--- src/rtl/uart_rx_fifo_pkg.sv ---
// rtl/uart_rx_fifo_pkg.sv - shared UART FIFO parameters and pointer-compare helpers
// Purpose: default FIFO depth, pointer width and the wrap-bit full/empty
//          compares used by both the RX and TX FIFOs.
// Contents:
//   FIFO_DEPTH_LOG2  default log2 of FIFO depth
//   FIFO_PTR_W       pointer width for the default depth (one extra wrap bit)
//   MAX_PTR_W        widest pointer the helpers accept (DEPTH_LOG2 up to 8)
//   ptr_empty()      pointers identical
//   ptr_full()       wrap bits differ, address bits equal
package uart_rx_fifo_pkg;

  localparam int FIFO_DEPTH_LOG2 = 4;
  localparam int FIFO_PTR_W      = FIFO_DEPTH_LOG2 + 1;
  localparam int MAX_PTR_W       = 9;

  // Callers zero-extend their pointers to MAX_PTR_W bits.
  function automatic logic ptr_empty(input logic [MAX_PTR_W-1:0] wr,
                                     input logic [MAX_PTR_W-1:0] rd);
    return (wr == rd);
  endfunction

  // With zero-extended pointers, full means the XOR is exactly the wrap bit.
  function automatic logic ptr_full(input logic [MAX_PTR_W-1:0] wr,
                                    input logic [MAX_PTR_W-1:0] rd,
                                    input int                   depth_log2);
    return ((wr ^ rd) == (MAX_PTR_W'(1) << depth_log2));
  endfunction

endpackage

--- src/rtl/uart_fifo_mem.sv ---
// rtl/uart_fifo_mem.sv - simple dual-port FIFO storage, sync write / async read
// Purpose: DATA_BITS x 2**ADDR_BITS array shared by the UART RX and TX FIFOs.
// Ports:
//   clk      in   1          write clock
//   wr_en    in   1          write enable
//   wr_addr  in   ADDR_BITS  write address
//   wr_data  in   DATA_BITS  write data
//   rd_addr  in   ADDR_BITS  read address
//   rd_data  out  DATA_BITS  combinational read data
module uart_fifo_mem #(
  parameter int DATA_BITS = 8,
  parameter int ADDR_BITS = 4
) (
  input  logic                 clk,
  input  logic                 wr_en,
  input  logic [ADDR_BITS-1:0] wr_addr,
  input  logic [DATA_BITS-1:0] wr_data,
  input  logic [ADDR_BITS-1:0] rd_addr,
  output logic [DATA_BITS-1:0] rd_data
);

  logic [DATA_BITS-1:0] mem [2**ADDR_BITS];

  // Storage is intentionally not reset.
  always_ff @(posedge clk) begin
    if (wr_en) begin
      mem[wr_addr] <= wr_data;
    end
  end

  assign rd_data = mem[rd_addr];

endmodule

--- src/rtl/uart_rx_fifo.sv ---
// rtl/uart_rx_fifo.sv - UART receive FWFT byte FIFO with sticky overrun flag
// Purpose: buffers bytes strobed by the UART receiver and presents them
//          first-word-fall-through to the register interface.
// Ports:
//   i_clk          in   1             system clock
//   i_rst          in   1             synchronous active-high reset
//   i_wr_stb       in   1             push strobe (receiver data-ready)
//   i_wr_data      in   DATA_BITS     byte to push
//   i_rd_en        in   1             pop request, honoured when o_rd_valid
//   i_clr_overrun  in   1             clears sticky o_overrun
//   o_rd_data      out  DATA_BITS     head byte, 0 when empty
//   o_rd_valid     out  1             head byte valid
//   o_empty        out  1             no bytes held
//   o_full         out  1             2**DEPTH_LOG2 bytes held
//   o_count        out  DEPTH_LOG2+1  bytes held
//   o_overrun      out  1             sticky: a byte was dropped while full
module uart_rx_fifo
  import uart_rx_fifo_pkg::*;
#(
  parameter int DATA_BITS  = 8,
  parameter int DEPTH_LOG2 = FIFO_DEPTH_LOG2
) (
  input  logic                  i_clk,
  input  logic                  i_rst,
  input  logic                  i_wr_stb,
  input  logic [DATA_BITS-1:0]  i_wr_data,
  input  logic                  i_rd_en,
  input  logic                  i_clr_overrun,
  output logic [DATA_BITS-1:0]  o_rd_data,
  output logic                  o_rd_valid,
  output logic                  o_empty,
  output logic                  o_full,
  output logic [DEPTH_LOG2:0]   o_count,
  output logic                  o_overrun
);

  localparam int PTR_W = DEPTH_LOG2 + 1;

  logic [PTR_W-1:0]     wr_ptr;
  logic [PTR_W-1:0]     rd_ptr;
  logic                 overrun;
  logic                 empty;
  logic                 full;
  logic                 pop;
  logic                 push;
  logic                 drop;
  logic [DATA_BITS-1:0] mem_rd_data;

  assign empty = ptr_empty(MAX_PTR_W'(wr_ptr), MAX_PTR_W'(rd_ptr));
  assign full  = ptr_full(MAX_PTR_W'(wr_ptr), MAX_PTR_W'(rd_ptr), DEPTH_LOG2);

  assign pop  = i_rd_en && !empty;
  // A pop in the same cycle frees the slot, so a full FIFO still accepts.
  assign push = i_wr_stb && (!full || pop);
  assign drop = i_wr_stb && full && !pop;

  always_ff @(posedge i_clk) begin
    if (i_rst) begin
      wr_ptr  <= '0;
      rd_ptr  <= '0;
      overrun <= 1'b0;
    end else begin
      if (push) begin
        wr_ptr <= wr_ptr + 1'b1;
      end
      if (pop) begin
        rd_ptr <= rd_ptr + 1'b1;
      end
      // Setting takes priority over a concurrent clear.
      if (drop) begin
        overrun <= 1'b1;
      end else if (i_clr_overrun) begin
        overrun <= 1'b0;
      end
    end
  end

  uart_fifo_mem #(
    .DATA_BITS (DATA_BITS),
    .ADDR_BITS (DEPTH_LOG2)
  ) u_mem (
    .clk     (i_clk),
    .wr_en   (push && !i_rst),
    .wr_addr (wr_ptr[DEPTH_LOG2-1:0]),
    .wr_data (i_wr_data),
    .rd_addr (rd_ptr[DEPTH_LOG2-1:0]),
    .rd_data (mem_rd_data)
  );

  assign o_rd_data  = empty ? '0 : mem_rd_data;
  assign o_rd_valid = !empty;
  assign o_empty    = empty;
  assign o_full     = full;
  assign o_count    = wr_ptr - rd_ptr;
  assign o_overrun  = overrun;

endmodule

--- config.mk ---
export PLATFORM = sky130hd
export DESIGN_NAME = uart_rx_fifo
export DESIGN_NICKNAME = d
export VERILOG_FILES = /design/src/rtl/uart_rx_fifo_pkg.sv /design/src/rtl/uart_fifo_mem.sv /design/src/rtl/uart_rx_fifo.sv
export SDC_FILE = /design/constraint.sdc
export NUM_CORES = 1
export LEC_CHECK = 0
export ABC_AREA = 1
export BUFFER_PORTS_ARGS = -buffer_cell sky130_fd_sc_hd__buf_2
export CAP_MARGIN = 20
export CORE_ASPECT_RATIO = 0.7
export CORE_MARGIN = 2
export CORE_UTILIZATION = 60
export DETAILED_ROUTE_END_ITERATION = 8
export GPL_ROUTABILITY_DRIVEN = 1
export GPL_TIMING_DRIVEN = 1
export HOLD_SLACK_MARGIN = 0.1
export MAX_ROUTING_LAYER = met4
export PLACE_DENSITY = 0.75
export SLEW_MARGIN = 10
export SYNTH_ARGS = -nofsm -noshare
export SYNTH_HDL_FRONTEND = slang
export SYNTH_HIERARCHICAL = 1
export SYNTH_SLANG_ARGS = --single-unit
--- constraint.sdc ---
create_clock -name i_clk -period 3.4 [get_ports i_clk]
set_input_delay 0.17 -clock i_clk [delete_from_list [all_inputs] [get_ports i_clk]]
set_output_delay 0.17 -clock i_clk [all_outputs]
set_load 0.1 [all_outputs]
==> flow_metrics.py <==
metrics = {
    "status": {
        "outcome": "finished clean",
    },
    "hold_path": {
        "hold_class": "input pin to flop",
        "hold_start": "i_wr_stb",
        "hold_depth": 3,
    },
    "detailed_routing": {
        "drc": 0,
        "first_pass_iters": 5,
        "wl_per_cell_microns": 17.7,
        "vias_per_cell": 5.54,
        "ant_nets": 0,
        "wl_mm": 15.1,
        "drt_iter0_drc": 510,
        "via_count": 4727,
    },
    "clock_tree": {
        "cts_buffer_depth": 2,
        "h-tree-depth": 4,
        "cts-root-buf": "clkbuf_16",
        "cts_buffers": 17,
        "cts_tree": "yes",
        "clock_sink_count": 139,
        "clkLatencyLatePin_ps": 410,
        "path_clk_slew_ps": 50,
    },
    "timing": {
        "final.min_clock_period_ps": 2940,
        "setup_viol": 0,
        "clock.fmax_mhz": 340,
        "rsz0062_at_grt": "false",
        "setup_tns_ps": 0,
        "finalClockSkew_ps": 8.81,
        "hold_viol": 0,
        "slew_headroom_pct": 42.4,
        "fin_crit_sh_pct": 86.6,
        "setup_ws_ps": 457,
        "finalMaxSlewViolations": 0,
        "worst_pin_slew_ps": 862,
    },
    "worst_setup_path": {
        "r2r.worst_path.cells": 9,
        "cp-startpoint": "rd_ptr[3]$_SDFFE_PP0P_",
        "r2r-start": "rd_ptr[3]$_SDFFE_PP0P_",
        "worstPathRequired_ps": 3430,
        "crit_fanout": 14,
        "crit_type": "flop to flop",
        "cp.arrival_ps": 2980,
        "start_kind": "flop",
        "critPathCaptureType": "flop",
    },
    "logic_synthesis": {
        "yosys_warnings": 6,
        "syn-mean-instance-area_sq_um": 9.54,
        "synth_nets": 698,
        "yosysSeqAreaShare_pct": 62.8,
        "syn_area_sq_um": 6470,
        "yosysUniqueCellTypes": 27,
        "ys_ff_latch": 139,
        "postSynthCellCount": 678,
    },
    "final_layout": {
        "fillers": 774,
        "antenna_cells": 0,
        "final_common_cell": "nand2_1",
        "layout.cells.non_filler": 854,
        "drive_gt1_share_pct": 10.5,
        "fin_nets": 730,
        "mostFrequentLayoutCells": "204 x nand2_1, 128 x edfxtp_1, 127 x inv_1",
        "area_delta_synth_final_pct": 12.0,
    },
    "global_route": {
        "grt_pass1_vias": 4368,
        "gr-usage-all-layers_pct": 28.4,
        "grt_pass1_wl_mm": 23.3,
        "overflow": 0,
        "grt_antenna_before_repair": 0,
        "grt_max_degree": 68,
    },
    "pwr": {
        "p_leak_nw": 3.20,
        "power_density_nw_per_um2": 656,
        "peakVddDrop_v": 0.000372,
    },
    "placement": {
        "dp.cells": 819,
        "place.gp.congestion": 0.958,
        "dp_hpwl_mm": 9.60,
        "port_buffers": 29,
        "post-place-ws_ps": 522,
    },
    "die": {
        "ios": 30,
        "die_h_microns": 90.9,
        "rows": 31,
        "coreArea_sq_um": 10400,
        "initial_core_util_pct": 62.0,
        "dieWidth_microns": 128,
        "die_area_sq_um": 11600,
    },
    "flow_run": {
        "maxCapViolCount": 0,
    },
}
[worst max-delay path, stage by stage (launching register included)]
cell      delay (ps)
dfxtp_1          630
inv_1            130
ha_1             340
nand2_1          130
nor2_4            50
nand3_2          130
nand2_2          100
nor2_1           250
nand3b_1         210
nor2_1           610
[state kept, by name (all words and copies together) (netlist names)]
| register | cells |
|---|---|
| u_mem/mem | 128 |
| wr_ptr | 5 |
| rd_ptr | 5 |
| o_overrun | 1 |
[repair_timing]
item,4_1_cts,5_1_grt
setup buffers,0,0
hold buffers,4,0
resized for setup,0,0
endpoints found under the hold margin,6,0
endpoints found under the setup margin,0,0
[metrics by stage]
stage	total power [mW]	util, %	cell area [sq um]	hold WS (ps)
after floorplan	2.85	-	6470	269
after global placement	3.04	63.7	6640	429
after detailed placement	3.05	63.7	6640	432
after CTS	4.76	69.4	7240	123
after global routing	4.90	69.4	7240	138
final	4.75	69.4	7240	136
[cell usage after synthesis]
| library cell | instances | area share (%) |
|---|---|---|
| a21oi_1 | 6 | 0.46 |
| a21oi_2 | 2 | 0.27 |
| buf_1 | 1 | 0.058 |
| buf_2 | 13 | 1.0 |
| buf_4 | 4 | 0.46 |
| buf_6 | 6 | 1.0 |
| clkbuf_1 | 1 | 0.058 |
| clkdlybuf4s25_2 | 1 | 0.15 |
| dfxtp_1 | 11 | 3.4 |
| edfxtp_1 | 128 | 59 |
| fa_1 | 1 | 0.31 |
| ha_1 | 6 | 1.2 |
| inv_1 | 127 | 7.4 |
| inv_2 | 3 | 0.17 |
| inv_4 | 1 | 0.097 |
| nand2_1 | 204 | 12 |
| nand2_2 | 4 | 0.39 |
| nand2_4 | 1 | 0.17 |
| nand3_1 | 106 | 8.2 |
| nand3_2 | 1 | 0.15 |
| nand3b_1 | 3 | 0.35 |
| nand4_1 | 4 | 0.39 |
| nor2_1 | 36 | 2.1 |
| nor2_4 | 1 | 0.17 |
| o21ai_0 | 3 | 0.23 |
| xnor2_1 | 1 | 0.14 |
| xor2_1 | 3 | 0.41 |
[path summary, 6_finish.rpt]
kind / endpoint / slack, ps
min reg2reg: rd_ptr[4]$_SDFFE_PP0P_ / 530
min: wr_ptr[4]$_SDFFE_PP0P_ / 140
max: u_mem/mem[7][4]$_DFFE_PP_ / 460
max reg2reg: u_mem/mem[7][4]$_DFFE_PP_ / 460
[kinds of logic (layout without fill, tap and decap cells)]
group | Yosys count | count (layout) | share of synthesized area (%)
xor+xnor | 4 | 4 | 0.542
flops | 139 | 139 | 62.8
simple gates | 360 | 360 | 23.8
buf+inv | 157 | 201 | 10.4
compound gates | 11 | 11 | 0.967
fa+ha+maj | 7 | 7 | 1.47
[report_power, final]
part | internal, mW | leakage (nW) | switching [mW] | total [mW]
logic | 0.212 | 1.69 | 0.917 | 1.13
registers | 1.88 | 1.24 | 0.0135 | 1.90
clock network | 1.07 | 0.268 | 0.654 | 1.72
[layer usage]
metal / vias up / GRT usage (%) / part of all wire (%)
met4: 0 / 9.89 / 2.0
li1: 2226 / - / -
met5: - / - / 0
met1: 2244 / 39.4 / 44
met3: 25 / 6.22 / 8.9
met2: 232 / 42.0 / 45
[layout make-up]
cell class	count	area, sq um	area share [%]
Timing Repair Buffer	39	230	3.18
Sequential cell	139	4070	56.1
Inverter	131	494	6.83
Tap cell	132	165	2.28
Clock inverter	13	128	1.76
Multi-Input combinational cell	382	1730	23.9
Clock buffer	18	429	5.93
Power figures use the tool's default switching activity.
